<file path="config.mk">
export PLATFORM = sky130hd
export DESIGN_NAME = traffic_light_monitor_flat
export DESIGN_NICKNAME = d
export VERILOG_FILES = /design/src/rtl/traffic_light_pkg.sv /design/src/rtl/traffic_light_monitor_if.sv /design/src/rtl/traffic_light_monitor.sv /design/src/flat_wrapper.sv
export SDC_FILE = /design/constraint.sdc
export NUM_CORES = 1
export LEC_CHECK = 0
export BUFFER_PORTS_ARGS = -buffer_cell sky130_fd_sc_hd__buf_2
export CAP_MARGIN = 20
export CORE_MARGIN = 2
export CORE_UTILIZATION = 52
export DETAILED_ROUTE_END_ITERATION = 7
export MAX_ROUTING_LAYER = met4
export PLACE_DENSITY = 0.78
export SYNTH_ARGS = -nofsm -noshare
export SYNTH_HDL_FRONTEND = slang
export SYNTH_SLANG_ARGS = --single-unit
</file>
<file path="constraint.sdc">
create_clock -name clk -period 2 [get_ports clk]
set_clock_uncertainty 0.05 [all_clocks]
set_input_delay 0.1 -clock clk [delete_from_list [all_inputs] [get_ports clk]]
set_output_delay 0.1 -clock clk [all_outputs]
set_load 0.01 [all_outputs]
</file>
<file path="src/rtl/traffic_light_pkg.sv">
// Shared definitions for the traffic-light controller and its receive-side
// monitor: light codes, monitor states, error codes and the phase order.
package traffic_light_pkg;

  localparam logic [1:0] RED    = 2'b00;
  localparam logic [1:0] GREEN  = 2'b01;
  localparam logic [1:0] YELLOW = 2'b10;

  // Light code as driven on the wire; 2'b11 is never legal.
  typedef enum logic [1:0] {
    LIGHT_RED     = 2'b00,
    LIGHT_GREEN   = 2'b01,
    LIGHT_YELLOW  = 2'b10,
    LIGHT_ILLEGAL = 2'b11
  } light_e;

  typedef enum logic [1:0] {
    SYNC  = 2'b00,
    TRACK = 2'b01,
    FAULT = 2'b10
  } mon_state_e;

  localparam logic [1:0] ERR_NONE    = 2'b00;
  localparam logic [1:0] ERR_ILLEGAL = 2'b01;
  localparam logic [1:0] ERR_SEQ     = 2'b10;
  localparam logic [1:0] ERR_DWELL   = 2'b11;

  // Legal successor of a phase: Red -> Green -> Yellow -> Red.
  function automatic logic [1:0] next_light(input logic [1:0] code);
    case (code)
      RED:     next_light = GREEN;
      GREEN:   next_light = YELLOW;
      default: next_light = RED;
    endcase
  endfunction

endpackage

</file>
<file path="src/rtl/traffic_light_monitor_if.sv">
// Connection between the light controller / supervisor side (master) and
// the monitor (slave).
interface traffic_light_monitor_if #(
  parameter int CNT_W = 8
) ();

  logic [1:0]       light;
  logic             err_clear;
  logic             in_sync;
  logic             fault;
  logic [1:0]       err_code;
  logic [CNT_W-1:0] cycle_count;

  modport master (
    output light, err_clear,
    input  in_sync, fault, err_code, cycle_count
  );

  modport slave (
    input  light, err_clear,
    output in_sync, fault, err_code, cycle_count
  );

endinterface

</file>
<file path="src/rtl/traffic_light_monitor.sv">
// Receive-side checker for the traffic-light code. Locks on the first Red,
// then checks phase order, encoding and per-phase dwell time, and counts
// completed Yellow->Red transitions. Faults latch until err_clear.
module traffic_light_monitor
  import traffic_light_pkg::*;
#(
  parameter int MIN_DWELL = 1,
  parameter int MAX_DWELL = 1,
  parameter int CNT_W     = 8
) (
  input  logic                    clk,
  input  logic                    reset_n,
  traffic_light_monitor_if.slave  bus
);

  localparam int DW = $clog2(MAX_DWELL + 1);
  localparam logic [DW-1:0] MIN_D = DW'(MIN_DWELL);
  localparam logic [DW-1:0] MAX_D = DW'(MAX_DWELL);
  localparam logic [DW-1:0] ONE_D = DW'(1);

  mon_state_e       state_q;
  light_e           cur_q;
  logic [DW-1:0]    dwell_q;
  logic             in_sync_q;
  logic             fault_q;
  logic [1:0]       err_code_q;
  logic [CNT_W-1:0] cycle_count_q;

  // Monitor FSM with registered outputs; every sample advances at most one step.
  // NOTE: all state here uses non-blocking assignments so every register sees
  // the pre-edge values of the others (cur_q is read for the Yellow->Red count
  // in the same edge it is overwritten).
  always_ff @(posedge clk or negedge reset_n) begin
    if (!reset_n) begin
      state_q       <= SYNC;
      cur_q         <= LIGHT_RED;
      dwell_q       <= '0;
      in_sync_q     <= 1'b0;
      fault_q       <= 1'b0;
      err_code_q    <= ERR_NONE;
      cycle_count_q <= '0;
    end else begin
      case (state_q)
        SYNC: begin
          if (bus.light == RED) begin
            state_q   <= TRACK;
            cur_q     <= LIGHT_RED;
            dwell_q   <= ONE_D;
            in_sync_q <= 1'b1;
          end
        end

        TRACK: begin
          if (bus.light == LIGHT_ILLEGAL) begin
            state_q    <= FAULT;
            in_sync_q  <= 1'b0;
            fault_q    <= 1'b1;
            err_code_q <= ERR_ILLEGAL;
          end else if (bus.light == cur_q) begin
            if (dwell_q == MAX_D) begin
              state_q    <= FAULT;
              in_sync_q  <= 1'b0;
              fault_q    <= 1'b1;
              err_code_q <= ERR_DWELL;
            end else begin
              dwell_q <= dwell_q + ONE_D;
            end
          end else if (bus.light == next_light(cur_q)) begin
            if (dwell_q < MIN_D) begin
              state_q    <= FAULT;
              in_sync_q  <= 1'b0;
              fault_q    <= 1'b1;
              err_code_q <= ERR_DWELL;
            end else begin
              cur_q   <= light_e'(bus.light);
              dwell_q <= ONE_D;
              if (cur_q == LIGHT_YELLOW) begin
                cycle_count_q <= cycle_count_q + CNT_W'(1);
              end
            end
          end else begin
            state_q    <= FAULT;
            in_sync_q  <= 1'b0;
            fault_q    <= 1'b1;
            err_code_q <= ERR_SEQ;
          end
        end

        FAULT: begin
          if (bus.err_clear) begin
            state_q    <= SYNC;
            fault_q    <= 1'b0;
            err_code_q <= ERR_NONE;
          end
        end

        default: begin
          state_q   <= SYNC;
          in_sync_q <= 1'b0;
          fault_q   <= 1'b0;
        end
      endcase
    end
  end

  assign bus.in_sync     = in_sync_q;
  assign bus.fault       = fault_q;
  assign bus.err_code    = err_code_q;
  assign bus.cycle_count = cycle_count_q;

endmodule

</file>
<file path="src/flat_wrapper.sv">
// flat-port wrapper written by rule: the top's interface ports become plain ports
module traffic_light_monitor_flat import traffic_light_pkg::*;
#(
  parameter int MIN_DWELL = 1,
  parameter int MAX_DWELL = 1,
  parameter int CNT_W     = 8
)
  (clk, reset_n, bus_light, bus_err_clear, bus_in_sync, bus_fault, bus_err_code, bus_cycle_count);
  traffic_light_monitor_if #(.CNT_W(CNT_W)) bus_i ();
  input  logic clk;
  input  logic reset_n;
  input wire logic [$bits(bus_i.light)-1:0] bus_light;
  input wire logic [$bits(bus_i.err_clear)-1:0] bus_err_clear;
  output wire logic [$bits(bus_i.in_sync)-1:0] bus_in_sync;
  output wire logic [$bits(bus_i.fault)-1:0] bus_fault;
  output wire logic [$bits(bus_i.err_code)-1:0] bus_err_code;
  output wire logic [$bits(bus_i.cycle_count)-1:0] bus_cycle_count;
  assign bus_i.light = bus_light;
  assign bus_i.err_clear = bus_err_clear;
  assign bus_in_sync = bus_i.in_sync;
  assign bus_fault = bus_i.fault;
  assign bus_err_code = bus_i.err_code;
  assign bus_cycle_count = bus_i.cycle_count;
  traffic_light_monitor #(.MIN_DWELL(MIN_DWELL), .MAX_DWELL(MAX_DWELL), .CNT_W(CNT_W)) u_core (.clk(clk), .reset_n(reset_n), .bus(bus_i));
endmodule
</file>
==> impl_metrics.ini, run 1 <==
[final_layout]
nets = 138
antenna_cells = 0
final_cells = 155
final_area_mm2 = 0.00120
areaGrowthSynthToFinish_pct = 14.8
fillers = 182
drive_above_1_share = 0.258

[power_and_ir_drop]
p_clk_frac = 0.129
swShare = 0.420
power.net_switching_uw = 595
p_comb_frac = 0.498
power_density_mw_per_mm2 = 1180
ir_drop_v = 0.000910
p_leak_nw = 0.547
internal_power_uw = 820
pwr-share-seq = 0.373

[synthesis]
ys_seq_area_frac = 0.406
ys.flop_type = dfrtp_1
synth_top_family_by_area = simple AND/OR/NAND/NOR gates
async_flop_share = 1.00
synth-edff-count = 0
avgSynthCellArea_um2 = 9.70
yosysTopAreaCellShare = 0.406
synth_compound_area_frac = 0.178
synth-simple-area-share = 0.233
syn-num-nets = 117
postSynthCellCount = 108
synth_mux_area_frac = 0.0299
synth_xor_area_frac = 0.0669
yosysMostFrequentCell = dfrtp_1
ys.warnings.count = 0
yosysTopAreaCell = dfrtp_1
ys_top_cells_by_count = 17 x dfrtp_1, 9 x a21oi_1, 8 x nor2_1
synth.distinct_cells = 38
synthTopCellsByArea = dfrtp_1 41%, ha_1 4.8%, a21oi_1 4.3%
syn_area_mm2 = 0.00105
synthAdderAreaFrac = 0.0478
ys_seq_elements = 17

[timing]
min_period_over_period = 0.890
worst_pin_slew_ns = 0.390
maxSlewViolCount = 0
min_period_ns = 1.78
max_freq_mhz = 562
relSlewSlack = 0.737
rsz0062_at_grt = no
setup_viol = 0
setup_ws_ns = 0.220
hold_viol = 0
fin_setup_tns_ns = 0

[status]
status = complete, no violations

[die]
start_util = 0.545
fp.dieH_um = 48.9
ios = 17
die_area_mm2 = 0.00239
rows = 16
die-width_um = 48.9
core_area_mm2 = 0.00192

[routing]
drt_iter0_markers = 21
routedWlPerCell_um = 13.7
drc = 0
postRouteAntennaNets = 0
wl_um = 2120
first_pass_iters = 4
vias_per_cell = 5.55
num_vias = 861

[critical_path]
path_max_fanout = 10
r2r_slack_ns = 0.22
rr_endpoint = u_core.cur_q[0]
crit_arrival_ns = 1.94
worst_ep_required_time_ns = 2.17
path_class = register to register
worstRegToRegCells = 5
cp-start-kind = register
r2r-start = u_core.cur_q[0]
crit_path_end_kind = register

[worst_hold_path]
worst_hold_path_type = input pin to register
hp-start = bus_light[1]
worst_hold_path.endpoint = u_core.cur_q[1]
hold_depth = 3

[clock_tree]
hold_buffers = 1
cts_htree_levels = 1
root_buffer = clkbuf_4
worstSkewPairLatency_ns = 0.29
cts.sinks = 17
post_cts_buffers = 0
clkTransAtPathRegs_ns = 0.09
cts_resized = 0
clk_path_buf_depth = 2
cts_tree = built
numCtsBuffers = 3

[place]
place_ws_ns = 0.229
numPortBuffers = 16
dp_cells = 150
place_area_mm2 = 0.00117
place_hpwl_um = 1620
routabilityCongestion = 0.928

[global_route]
grt_usage = 0.204
grt_max_degree = 18
grt_pass1_vias = 854
antenna_found_initial = 0
grt_pass1_wl_um = 3710
grt_overflow = 0

[job]
max_cap_viol_count = 0
==> cell usage in the layout (no fill, tap or decap), types with 2 or more instances in the layout <==
cell type   n
o2bb2ai_1   2
nand2b_1    3
clkbuf_4    3
a21oi_1     9
nand4_1     2
nand3b_1    2
xor2_1      3
dfrtp_1    17
xnor2_1     5
a31oi_1     6
buf_2      16
inv_1       5
mux2i_1     2
o21ai_0     4
nor2_1      8
ha_1        4
nand3_1     2
nor2b_1     4
buf_4       3
nand2_1     6
or3b_2      2
nand3_2     2
==> kinds of logic after synthesis <==
family,Yosys count
buffers and inverters,10
DFF,17
adders and majority gates,4
AOI/OAI and AO/OA,28
muxes,3
xor gates and xnor gates,8
and+or+nand+nor,38
==> registers in the layout, indices dropped and copies added, names as in the netlist <==
name / cells
u_core.bus.cycle_count: 8
u_core.bus.err_code: 2
u_core.cur_q: 2
u_core.state_q: 2
u_core.bus.fault: 1
u_core.bus.in_sync: 1
u_core.dwell_q: 1
==> worst max-delay path, cell delays in order (launching register included) <==
cell and delay (ns):
dfrtp_1 0.50, or3b_2 0.50, a21oi_1 0.17, a311oi_1 0.08, nor3_2 0.20, mux2i_1 0.21
==> how the worst max path moves through the flow <==
stage	from	end	depth (start not counted)
2_1_floorplan	u_core.state_q[1]	u_core.bus.cycle_count[5]	7
3_3_place_gp	u_core.state_q[1]	u_core.bus.cycle_count[1]	6
3_5_place_dp	u_core.cur_q[0]	u_core.cur_q[0]	5
4_1_cts	u_core.cur_q[0]	u_core.cur_q[0]	5
5_1_grt	u_core.cur_q[0]	u_core.bus.in_sync	5
6_report	u_core.cur_q[0]	u_core.cur_q[0]	5
==> layer usage <==
metal / wire [um] / global-route usage / share of wire
met4: 17 / 0.0810 / 0.0080
met1: 972 / 0.248 / 0.46
met2: 1070 / 0.342 / 0.50
met3: 62 / 0.0276 / 0.029
met5: 0 / - / 0
==> power groups by stage <==
| stage | Clock (mW) | Combinational (mW) | Sequential [mW] |
|---|---|---|---|
| 4_1_cts | 0.184 | 0.707 | 0.525 |
| 5_1_grt | 0.207 | 0.779 | 0.544 |
| 3_5_place_dp | 0 | 0.698 | 0.531 |
| 2_1_floorplan | 0 | 0.491 | 0.539 |
| 6_report | 0.183 | 0.705 | 0.528 |
| 3_3_place_gp | 0 | 0.676 | 0.526 |
==> stage by stage <==
| stage | power (mW) | utilization | hold slack [ns] |
|---|---|---|---|
| 3_5_place_dp | 1.23 | 0.607 | -0.00970 |
| 6_report | 1.42 | 0.626 | 0.0971 |
| 2_1_floorplan | 1.03 | - | -0.246 |
| 5_1_grt | 1.53 | 0.626 | 0.104 |
| 3_3_place_gp | 1.20 | 0.607 | -0.0134 |
| 4_1_cts | 1.42 | 0.626 | 0.0927 |
==> cell type report <==
class / count / area [um2] / area share
sequential: 17 / 425 / 0.354
inverter: 6 / 22.5 / 0.0187
multi-input combinational: 81 / 582 / 0.484
clock buffer: 4 / 26.3 / 0.0219
timing repair buffer: 20 / 113 / 0.0937
tap: 27 / 33.8 / 0.0281
Power figures use the tool's default switching activity.
==> run 2, diff against run 1 <==
--- a/config.mk
+++ b/config.mk
@@ -8,10 +8,10 @@
 export BUFFER_PORTS_ARGS = -buffer_cell sky130_fd_sc_hd__buf_2
 export CAP_MARGIN = 20
 export CORE_MARGIN = 2
-export CORE_UTILIZATION = 52
+export CORE_UTILIZATION = 50
 export DETAILED_ROUTE_END_ITERATION = 7
 export MAX_ROUTING_LAYER = met4
-export PLACE_DENSITY = 0.78
+export PLACE_DENSITY = 0.76
 export SYNTH_ARGS = -nofsm -noshare
 export SYNTH_HDL_FRONTEND = slang
 export SYNTH_SLANG_ARGS = --single-unit
==> run 2 against run 1 <==
  * First-iteration DRC count down 9.5%
  * Total power down 0.18%
  * Sequential cell count unchanged
  * Non-clock buffer count down 1
  * Clock power up 4%
  * Highest routed layer unchanged
  * Cell area down 0.52%
  * Critical path type unchanged
  * Sequential share of layout area up 0.18 points
  * Register-to-register slack about the same
  * Wire length up 1.9%
  * Fmax down 0.79%
  * Largest power group unchanged
==> impl_metrics.ini, run 2 (synthesis gave the netlist of run 1 again) <==
[status]
status = complete, no violations

[place]
routabilityCongestion = 0.910
place_hpwl_um = 1600
numPortBuffers = 16
place_area_mm2 = 0.00116
dp_cells = 149

[critical_path]
cp-start-kind = register
path_max_fanout = 10
crit_arrival_ns = 1.93
crit_path_end_kind = register
worst_ep_required_time_ns = 2.14
path_class = register to register

[clock_tree]
numCtsBuffers = 3
clkTransAtPathRegs_ns = 0.11
cts_tree = built
clk_path_buf_depth = 2
root_buffer = clkbuf_4
cts_htree_levels = 1
worstSkewPairLatency_ns = 0.29
cts.sinks = 17
cts_resized = 0

[global_route]
use_met2 = 0.300
grtUsageMet1 = 0.269
grt_usage = 0.201
antenna_found_initial = 0
grt_pass1_wl_um = 3640
grt-busiest-layer = met2
grt_max_degree = 18
grt_overflow = 0
grt_util_met3 = 0.0364
grt_pass1_vias = 825

[timing]
relSlewSlack = 0.731
max_freq_mhz = 557
rsz0062_at_grt = no
min_period_ns = 1.79
worst_pin_slew_ns = 0.400
fin_setup_tns_ns = 0
min_period_over_period = 0.897
maxSlewViolCount = 0
setup_viol = 0
hold_viol = 0

[die]
fp.dieH_um = 49.8
ios = 17
rows = 16
die-width_um = 49.8
start_util = 0.534
core_area_mm2 = 0.00196
die_area_mm2 = 0.00248

[final_layout]
final_common_cell = dfrtp_1
antenna_cells = 0
largest_register_ffs = 8
final_area_mm2 = 0.00120
nets = 137
fillers = 179
final_util = 0.610
areaGrowthSynthToFinish_pct = 14.2
final_cells = 154
drive_above_1_share = 0.260
final_cell_mix = 17 x dfrtp_1, 16 x buf_2, 9 x a21oi_1, 8 x nor2_1

[routing]
num_vias = 865
wl_um = 2160
drt_iter0_markers = 19
vias_per_cell = 5.62
postRouteAntennaNets = 0
routedWlPerCell_um = 14.1
drc = 0
first_pass_iters = 4

[power_and_ir_drop]
power_density_mw_per_mm2 = 1180
ir_drop_v = 0.000897
p_leak_nw = 0.544

[worst_hold_path]
worst_hold_path_type = input pin to register

[job]
max_cap_viol_count = 0
[run 2: power by group]
part           switching (mW)  internal [mW]
logic                   0.398          0.295
clock network           0.117         0.0744
registers              0.0894          0.440
total                   0.604          0.809
[run 2: area by class of cell]
class                           instances  area, um2  share of cell area
Timing Repair Buffer                   19        105              0.0879
Tap cell                               27       33.8              0.0282
Inverter                                6       22.5              0.0188
Multi-Input combinational cell         81        582               0.486
Clock inverter                          1       5.00             0.00418
Clock buffer                            3       22.5              0.0188
Sequential cell                        17        425               0.356
[run 2: layer usage]
layer	wire length, um	share of wire
met3	125	0.058
met5	0	0
met1	980	0.45
met2	1050	0.48
met4	13	0.0060
[run 2: stage by stage]
step,worst slack (ns),power (mW),hold WS (ns)
6_report,0.206,1.41,0.0958
5_1_grt,0.107,1.53,0.0889
3_3_place_gp,0.268,1.20,-0.00638
3_5_place_dp,0.236,1.22,-0.00209
4_1_cts,0.204,1.42,0.0905
2_1_floorplan,0.147,1.03,-0.246
[run 2: path summary, 6_finish.rpt]
path / to / cells after the start / slack (ns) / startpoint
setup reg to reg: u_core.bus.err_code[1] / 5 / 0.21 / u_core.cur_q[0]
hold / removal: u_core.cur_q[1] / 3 / 0.1 / bus_light[1]
setup / recovery: u_core.bus.err_code[1] / 5 / 0.21 / u_core.cur_q[0]
hold reg to reg: u_core.bus.cycle_count[7] / 1 / 0.42 / u_core.bus.cycle_count[7]
max in group asynchronous: u_core.bus.cycle_count[6] / 2 / 1.41 / reset_n
min in group asynchronous: u_core.bus.in_sync / 2 / 0.21 / reset_n
[run 2: what timing repair did]
action / CTS / global route
hold buffers: 1 / 0
endpoints found under the hold margin: 17 / 0
setup buffers: 0 / 0
[run 2: critical path, cell delays in order, from the launching register on]
cell	delay, ns
dfrtp_1	0.50
or3b_2	0.52
a21oi_1	0.25
a32oi_2	0.12
nand3b_1	0.16
o2bb2ai_1	0.09
